`src/rtl/steer_pkg.sv`:
```
// Shared types, limits and the saturating clamp used throughout the steering controller.
package steer_pkg;

    typedef enum logic [1:0] {IDLE, RAMP, RUN} state_t;

    localparam int DATA_W   = 12;
    localparam int CMD_MAX  = 1023;
    localparam int CMD_MIN  = -1023;
    localparam int CORR_LIM = 2047;
    localparam int ERR_LIM  = 511;

    function automatic int sat_clamp(input int x, input int lo, input int hi);
        if (x > hi) return hi;
        if (x < lo) return lo;
        return x;
    endfunction

endpackage

```
`src/rtl/sat_integrator.sv`:
```
// 16-bit signed accumulator that saturates instead of wrapping; clr has priority over en.
module sat_integrator
    import steer_pkg::*;
(
    input  logic               clk,
    input  logic               rst_n,
    input  logic               clr,
    input  logic               en,
    input  logic signed [15:0] din,
    output logic signed [15:0] acc
);

    logic signed [15:0] acc_q, acc_d;

    always_comb begin
        acc_d = acc_q;
        if (clr)
            acc_d = '0;
        else if (en)
            acc_d = 16'(sat_clamp(int'(acc_q) + int'(din), -32768, 32767));
    end

    always_ff @(posedge clk or negedge rst_n) begin
        if (!rst_n) acc_q <= '0;
        else        acc_q <= acc_d;
    end

    assign acc = acc_q;

endmodule

```
`src/rtl/steer_pi_cntrl.sv`:
```
// Start/stop FSM with forward-speed ramp feeding a 2-stage saturating PI steering pipeline.
module steer_pi_cntrl
    import steer_pkg::*;
#(
    parameter logic [3:0]  KP        = 4'd3,
    parameter int          KI_SHIFT  = 4,
    parameter logic [10:0] RAMP_STEP = 11'd32,
    parameter logic [10:0] FWD_MAX   = 11'd640
) (
    input  logic                     clk,
    input  logic                     rst_n,
    input  logic                     go,
    input  logic signed [DATA_W-1:0] err,
    input  logic                     err_vld,
    output logic signed [10:0]       lft,
    output logic signed [10:0]       rht,
    output logic                     cmd_vld,
    output logic                     moving
);

    state_t             state_q, state_d;
    logic        [10:0] fwd_q, fwd_d;
    logic               moving_q, moving_d;
    logic               vld_p1_q, vld_p1_d;
    logic signed [14:0] prod_p1_q, prod_p1_d;
    logic signed [10:0] lft_q, lft_d, rht_q, rht_d;
    logic               cmd_vld_q, cmd_vld_d;

    logic               stop, accept;
    logic signed [9:0]  err_sat;
    logic signed [15:0] integ;
    int                 ramp_sum, corr, lft_sum, rht_sum;

    // A falling go overrides any coincident sample.
    always_comb begin
        stop     = (state_q != IDLE) && !go;
        accept   = err_vld && go && (state_q != IDLE);
        err_sat  = 10'(sat_clamp(int'(err), -(ERR_LIM + 1), ERR_LIM));
        ramp_sum = sat_clamp(int'(fwd_q) + int'(RAMP_STEP), 0, int'(FWD_MAX));
        state_d  = state_q;
        fwd_d    = fwd_q;
        case (state_q)
            IDLE: if (go) state_d = RAMP;
            RAMP: if (accept) begin
                fwd_d = 11'(ramp_sum);
                if (ramp_sum == int'(FWD_MAX)) state_d = RUN;
            end
            RUN:     fwd_d = FWD_MAX;
            default: state_d = IDLE;
        endcase
        if (stop) begin
            state_d = IDLE;
            fwd_d   = '0;
        end
        moving_d = (state_d != IDLE);
    end

    // ---- stage 1: clip and scale the error, update the integrator ----
    always_comb begin
        vld_p1_d  = accept;
        prod_p1_d = accept ? 15'(int'(err_sat) * int'(KP)) : prod_p1_q;
    end

    sat_integrator u_integ (
        .clk   (clk),
        .rst_n (rst_n),
        .clr   (stop),
        .en    (accept && (state_q == RUN)),
        .din   (16'(err_sat)),
        .acc   (integ)
    );

    // ---- stage 2: combine P and I, mix with forward speed, clamp ----
    always_comb begin
        corr      = sat_clamp(int'(prod_p1_q) + (int'(integ) >>> KI_SHIFT), -CORR_LIM, CORR_LIM);
        lft_sum   = sat_clamp(int'(fwd_q) + corr, CMD_MIN, CMD_MAX);
        rht_sum   = sat_clamp(int'(fwd_q) - corr, CMD_MIN, CMD_MAX);
        lft_d     = lft_q;
        rht_d     = rht_q;
        cmd_vld_d = vld_p1_q && !stop;
        if (stop) begin
            lft_d = '0;
            rht_d = '0;
        end else if (vld_p1_q) begin
            lft_d = 11'(lft_sum);
            rht_d = 11'(rht_sum);
        end
    end

    always_ff @(posedge clk or negedge rst_n) begin
        if (!rst_n) begin
            state_q   <= IDLE;
            fwd_q     <= '0;
            moving_q  <= 1'b0;
            vld_p1_q  <= 1'b0;
            lft_q     <= '0;
            rht_q     <= '0;
            cmd_vld_q <= 1'b0;
        end else begin
            state_q   <= state_d;
            fwd_q     <= fwd_d;
            moving_q  <= moving_d;
            vld_p1_q  <= vld_p1_d;
            lft_q     <= lft_d;
            rht_q     <= rht_d;
            cmd_vld_q <= cmd_vld_d;
        end
    end

    always_ff @(posedge clk) begin
        prod_p1_q <= prod_p1_d;
    end

    assign lft     = lft_q;
    assign rht     = rht_q;
    assign cmd_vld = cmd_vld_q;
    assign moving  = moving_q;

endmodule

```
`config.mk`:
```
export PLATFORM = sky130hd
export DESIGN_NAME = steer_pi_cntrl
export DESIGN_NICKNAME = d
export VERILOG_FILES = /design/src/rtl/steer_pkg.sv /design/src/rtl/sat_integrator.sv /design/src/rtl/steer_pi_cntrl.sv
export SDC_FILE = /design/constraint.sdc
export NUM_CORES = 1
export LEC_CHECK = 0
export ABC_AREA = 1
export CAP_MARGIN = 20
export CORE_MARGIN = 1.5
export CORE_UTILIZATION = 66
export DETAILED_ROUTE_END_ITERATION = 8
export DONT_BUFFER_PORTS = 1
export PLACE_DENSITY = 0.87
export SETUP_SLACK_MARGIN = 0.1
export SKIP_LAST_GASP = 1
export SLEW_MARGIN = 20
export SYNTH_ARGS = -nofsm -noshare
export SYNTH_HDL_FRONTEND = slang
export SYNTH_SLANG_ARGS = --single-unit
export TNS_END_PERCENT = 50
```
`constraint.sdc`:
```
create_clock -name clk -period 6.2 [get_ports clk]
set_clock_uncertainty 0.05 [all_clocks]
set_input_delay 1.86 -clock clk [delete_from_list [all_inputs] [get_ports clk]]
set_output_delay 1.86 -clock clk [all_outputs]
set_load 0.01 [all_outputs]
```
; ---- Word-level counts from Yosys, hierarchy flattened
; Cells that the tools add are included.
[word_totals]
register_bits = 67
latch_bits = 0
ram_bits = 0
romBits = 0
inputBits = 16
output_inout_bits = 24
wordCells = 105
mem_count = 0
[classes]
n_addsub = 5
multipliers = 1
div_mod_pow = 0
order_cmp = 12
n_eq_ne = 4
shifts = 0
n_mux = 60
n_bitwise = 0
reduce_logical = 14
[ops]
columns = operator, n
row1 = $mux W32, 6
row2 = $mux W11, 13
row3 = $mux W16, 5
row4 = $gt A32 B11 Y1 const B, 2
row5 = $lt A32 B11 Y1 const B, 2
row6 = $mux W10, 6
row7 = $add A12 B32 Y32, 1
row8 = $eq A32 B11 Y1 const B, 1
row9 = $sub A12 B32 Y32, 1
row10 = $gt A12 B10 Y1 const B, 2
row11 = $mux W1, 22
row12 = $pmux W11 S2, 1
row13 = $add A16 B10 Y17, 1
row14 = $gt A17 B16 Y1 const B, 1
row15 = $lt A17 B16 Y1 const B, 1
row16 = $mux W15, 1
row17 = $add A13 B12 Y14, 1
row18 = $gt A14 B12 Y1 const B, 1
row19 = $lt A14 B12 Y1 const B, 1
row20 = $mul A10 B3 Y13 const B, 1
row21 = $add A11 B6 Y12 const B, 1
row22 = $lt A12 B1 Y1 const B, 1
row23 = $lt A12 B10 Y1 const B, 1
row24 = $mux W9, 1
row25 = other kinds (11), 22

; ---- Depth between registers and ports, before layout
[logic_depth]
word_depth = 17
depth_mapped = 43
depth_no_buf = 41

; ---- Hierarchy
; From an unflattened synthesis, not the netlist that was laid out.
[hier_totals]
hier_cells = 994
area_unflattened_um2 = 6852.8
[modules_own_cells]
columns = module, n_inst, cells_each, area_per_inst_um2, seq_area_each_um2
row1 = steer_pi_cntrl, 1, 740, 5131.2, 1341.3
row2 = sat_integrator, 1, 254, 1721.7, 400.4

; ---- Least setup slack after synthesis
; OpenSTA, ideal clock, no wires.
[synth_timing]
kind = register -> register
start = reg u_integ.acc_q[4], in the netlist u_integ.acc[4]
end = reg lft_q[0], in the netlist lft[0]
setup_time_ps = 117
t_arrival_ps = 5169
required_time_ps = 6033
path_slack_ps = 864
stages_incl_launch_ff = 37
path_buffers = 1
period_less_slack_ps = 5336
cell_sequence = dfrtp_1 -> ha_1 -> fa_1 -> nand3_1 -> nand2_1 -> a21oi_1 -> xor2_1 -> inv_1 -> nor2_1 -> nand3_1 -> o31ai_1 -> ha_1 -> inv_1 -> clkbuf_1 -> a21oi_1 -> fa_1 -> nor2_1 -> nand2_1 -> nand2_1 -> nand2_1 -> nand3_1 -> nand2_1 -> nand2_1 -> nand2_1 -> nand2_1 -> nand4_1 -> inv_1 -> nand2_1 -> ha_1 -> nor3_1 -> nand3_1 -> nor2_4 -> nand3_2 -> nand2_4 -> nand3_1 -> nand2_1 -> nand2_1
[synth_between]
elab_chain_len = 14
elab_cells_between_ends = 22
classes_between = add/sub (2) / order compare (4) / mux (16)
[synth_lines]
columns = item, line
row1 = "start, declared", sat_integrator.sv:13  ; logic signed [15:0] acc_q, acc_d;
row2 = "start signal, assigned", sat_integrator.sv:24  ; if (!rst_n) acc_q <= '0;
row3 = "start signal, assigned", sat_integrator.sv:25  ; else acc_q <= acc_d;
row4 = $add A13 B12 Y14 (*), steer_pi_cntrl.sv:75  ; corr = sat_clamp(int'(prod_p1_q) + (int'(integ) >>> KI_SHIFT), -CORR_LIM, CORR_LIM);
row5 = $gt A14 B12 Y1 / $lt A14 B12 Y1 (equally long branches), "steer_pkg.sv:13, steer_pkg.sv:14"
row6 = $mux W11 / $mux W1 (equally long branches), "steer_pkg.sv:13, steer_pkg.sv:14"
row7 = $mux W32 / $mux W1 (equally long branches), steer_pkg.sv:14  ; if (x < lo) return lo;
row8 = $mux W32, steer_pkg.sv:15  ; return x;
row9 = $mux W32 (*), steer_pkg.sv:14
row10 = $add A12 B32 Y32 (*), steer_pi_cntrl.sv:76  ; lft_sum = sat_clamp(int'(fwd_q) + corr, CMD_MIN, CMD_MAX);
row11 = $gt A32 B11 Y1 / $lt A32 B11 Y1 (equally long branches), "steer_pkg.sv:13, steer_pkg.sv:14"
row12 = $mux W10 / $mux W1 (equally long branches), "steer_pkg.sv:13, steer_pkg.sv:14"
row13 = $mux W11 / $mux W1 (equally long branches), steer_pkg.sv:14
row14 = $mux W11, steer_pkg.sv:15
row15 = $mux W11 (*), steer_pkg.sv:14
row16 = $mux W11 (*), steer_pi_cntrl.sv:84  ; end else if (vld_p1_q) begin
row17 = $mux W11 (*), steer_pi_cntrl.sv:81  ; if (stop) begin
row18 = "end signal, assigned", steer_pi_cntrl.sv:104  ; lft_q <= lft_d;
row19 = "end, declared", steer_pi_cntrl.sv:26  ; logic signed [10:0] lft_q, lft_d, rht_q, rht_d;
; Every way passes the cells marked *; elsewhere a longest branch is shown, timed or not. The select of a mux whose other input is x is not followed.
; A chain may end at the register's enable or synchronous reset.

; ---- Worst setup path after layout
[layout_timing]
start = reg u_integ.acc_q[9], in the netlist u_integ.acc[9]
end = reg rht_q[1], in the netlist rht[1]
[layout_between]
elab_chain_len = 14
elab_cells_between_ends = 22
classes_between = add/sub (2) / order compare (4) / mux (16)
[layout_lines]
columns = item, line
row1 = $add A13 B12 Y14 (*), steer_pi_cntrl.sv:75
row2 = $gt A14 B12 Y1 / $lt A14 B12 Y1 (equally long branches), "steer_pkg.sv:13, steer_pkg.sv:14"
row3 = $mux W11 / $mux W1 (equally long branches), "steer_pkg.sv:13, steer_pkg.sv:14"
row4 = $mux W32 / $mux W1 (equally long branches), steer_pkg.sv:14
row5 = $mux W32, steer_pkg.sv:15
row6 = $mux W32 (*), steer_pkg.sv:14
row7 = $sub A12 B32 Y32 (*), steer_pi_cntrl.sv:77  ; rht_sum = sat_clamp(int'(fwd_q) - corr, CMD_MIN, CMD_MAX);
row8 = $gt A32 B11 Y1 / $lt A32 B11 Y1 (equally long branches), "steer_pkg.sv:13, steer_pkg.sv:14"
row9 = $mux W10 / $mux W1 (equally long branches), "steer_pkg.sv:13, steer_pkg.sv:14"
row10 = $mux W11 / $mux W1 (equally long branches), steer_pkg.sv:14
row11 = $mux W11, steer_pkg.sv:15
row12 = $mux W11 (*), steer_pkg.sv:14
row13 = $mux W11 (*), steer_pi_cntrl.sv:84
row14 = $mux W11 (*), steer_pi_cntrl.sv:81
row15 = "end signal, assigned", steer_pi_cntrl.sv:105  ; rht_q <= rht_d;
row16 = "end, declared", steer_pi_cntrl.sv:26
; Marked as above.

==> out/qor.csv <==
stage,metric,value,unit
layout,final_cells,1078,
layout,final_area,7220,sq um
die,die-area,10600,sq um
power,p_per_area,175,nW/um^2
sta,tightest_slew,1.04,ns
layout,fillers,778,
critical_path,cp.depth,37,
detailed_routing,via_per_inst,5.58,
placement,placed_cell_area,6680,sq um
layout,multi_input_area,4510,sq um
hold_path,hold_class,reg -> reg,
grt,antenna_found_initial,0,
layout,area_growth,9.88,%
die,core,9730,sq um
clock_network,clkTransAtPathRegs,0.09,ns
die,start_util,67.5,%
yosys,synth-seq-area-share,26.5,%
critical_path,cpMostUsedCell,nand2_1,
grt,grt_pass1_vias,5458,
critical_path,critPathBufInv,8,
flow_run,cap_violations,0,
clock_network,postCtsHoldBufs,0,
clock_network,cts_tree,built,
yosys,synthesis.nets,1031,
yosys,ys_warn_count,0,
die,die_h,103,microns
die,rows,36,
clock_network,cts_buffers,9,
critical_path,cpLargestDelayFamily,simple AND/OR/NAND/NOR gates,
power,leakage,0.00382,uW
critical_path,cp-start-kind,flop,
yosys,synth_edf_count,13,
die,io_pins,40,
critical_path,critPathKind,reg -> reg,
layout,regArea,1740,sq um
sta,slew_headroom,30.1,%
detailed_routing,drtAntennaViolNets,0,
yosys,syn_area,6570,sq um
grt,track_usage,28.6,%
critical_path,critPathMaxStageDelay,0.46,ns
detailed_routing,first_pass_iters,5,
grt,grt_max_degree,55,
clock_network,clock_sinks,67,
critical_path,cp-end-kind,flop,
placement,placed_cells,1053,
clock_network,cts_buffer_depth,2,
placement,dp_hpwl,11500,microns
detailed_routing,wire_per_inst,14.0,microns
placement,gp_congestion,1.02,
die,die_w,103,microns
layout,drive_above_1_share,12.7,%
yosys,syn_area_per_cell,7.04,sq um
sta,finalHoldViolCount,0,
sta,max_freq,175,MHz
detailed_routing,first_iter_violations,299,
clock_network,htreeDepth,3,
detailed_routing,wl,15100,microns
hold_path,holdPathStages,2,
sta,setup_viol,0,
sta,tns,0,ns
run_status,outcome,"complete, no violations",
power,ir_worst_vdd,85.2,uV
grt,grt_pass1_wl,23900,microns
sta,drv_slew,0,
grt,grt_overflow,0,
critical_path,critPathSlowestCell,ha_1,
yosys,syn-instance-count,933,
layout,final_util,74.2,%
yosys,synth_seq_cells,67,
detailed_routing,route.detailed.drc,0,
layout,fin_nets,1038,
clock_network,clk_latency,0.37,ns
yosys,ys_types,47,
detailed_routing,num_vias,6011,
critical_path,cp.arrival,5.93,ns
sta,fin_crit,5.73,ns
clock_network,cts_root_buf,clkbuf_8,
sta,hold_ws,0.457,ns
placement,io_buffer_count,0,
critical_path,reg2regPathDepth,37,
sta,fin_crit_sh,92.4,%
critical_path,critPathMaxFanout,10,
yosys,async_reset_ff_share,80.6,%
yosys,synthFlopType,dfrtp_1,
layout,num_antenna_cells,0,
critical_path,crit_required,6.40,ns
## path summary, 6_finish.rpt
path / start / slack [ns] / end
min in group asynchronous: rst_n / 1.12 / lft[7]
hold reg to reg: u_integ.acc[0] / 0.46 / u_integ.acc[0]
setup / recovery: u_integ.acc[9] / 0.47 / rht[1]
hold / removal: u_integ.acc[0] / 0.46 / u_integ.acc[0]
max in group asynchronous: rst_n / 4.84 / u_integ.acc[13]
setup reg to reg: u_integ.acc[9] / 0.47 / rht[1]
## power by group
part           switching, uW  leakage, uW  internal [uW]
registers               25.6     0.000853            478
clock network            193     0.000119            254
logic                    203      0.00285            114
## state kept, by name, indices dropped and copies added, names as in the netlist
signal and flops:
u_integ.acc 16, prod_p1_q 13, fwd_q 11, lft 11, rht 11, state_q 2, cmd_vld 1, moving 1
vld_p1_q 1
## layout by cell type, fill, tap and decap left out, types with 4 or more instances in the layout
cell type and n:
nand2_1 271, inv_1 120, nor2_1 74, ha_1 66, a21oi_1 55, dfrtp_1 54
nand3_1 53, xor2_1 33, nand2_2 31, o21ai_0 16, edfxtp_1 13, nand4_1 10
a21oi_2 10, nor3_1 9, clkbuf_8 9, xnor2_1 8, buf_4 8, nand2_4 7
o211ai_1 7, ha_4 7, inv_2 6, o31ai_1 6, a22o_1 6, o21ai_1 5
nor2_2 5, ha_2 4
## cell families (layout without fill, tap and decap cells)
| family | count (synthesis) | count (layout) | synth area share, % |
|---|---|---|---|
| AND/OR/NAND/NOR | 474 | 476 | 31.8 |
| buffers and inverters | 145 | 155 | 8.72 |
| AO/OA/AOI/OAI | 122 | 122 | 11.0 |
| adder cells (fa/ha/maj) | 82 | 82 | 16.2 |
| flip-flops | 67 | 67 | 26.5 |
| XOR/XNOR | 42 | 42 | 5.60 |
| multiplexers | 1 | 1 | 0.152 |
## tightest hold or removal path, cell delays in order (launching register included)
cell and delay [ns]:
dfrtp_1 0.37, nand2_1 0.06, nand2_1 0.06
## cell usage after synthesis (all sizes together) (3+ instances only)
cell / n / share of area, %
nand2: 309 / 20
inv: 130 / 7.6
nor2: 81 / 5.1
ha: 77 / 15
a21oi: 68 / 5.5
nand3: 56 / 4.4
dfrtp: 54 / 21
xor2: 33 / 4.4
o21ai: 23 / 2.0
edfxtp: 13 / 5.9
nand4: 11 / 1.1
nor3: 11 / 0.91
buf: 9 / 0.80
xnor2: 9 / 1.2
o211ai: 7 / 0.80
o31ai: 7 / 0.80
a22o: 6 / 0.80
clkbuf: 6 / 0.34
fa: 5 / 1.5
a31oi: 4 / 0.38
nor4: 3 / 0.29
o21bai: 3 / 0.34
## layout make-up
cell class                 instances  area share, %
timing repair inverter             1          0.104
clock inverter                     5           1.14
clock buffer                      11           2.11
multi-input combinational        723           62.4
tap                              133           2.30
sequential                        67           24.1
inverter                         130           6.95
timing repair buffer               8          0.832
## metal layers
layer / wire, microns / GRT usage (%) / up-vias
li1: - / - / 3034
met1: 6280 / 33.7 / 2777
met2: 7750 / 52.1 / 160
met3: 536 / 3.86 / 40
met4: 572 / 12.5 / 0
met5: 0 / 0 / -
## per-stage QoR
step / total power (uW) / setup WS [ns]
after floorplan: 743 / 0.864
after detailed placement: 800 / 0.371
final: 1270 / 0.473
after global placement: 797 / 0.502
after CTS: 1240 / 0.337
after global routing: 1330 / -0.0203
## repair_timing
item,in CTS,in global routing
buffers inserted,0,6
setup endpoints to repair,0,20
gates resized for setup,0,49
Power figures use the tool's default switching activity.
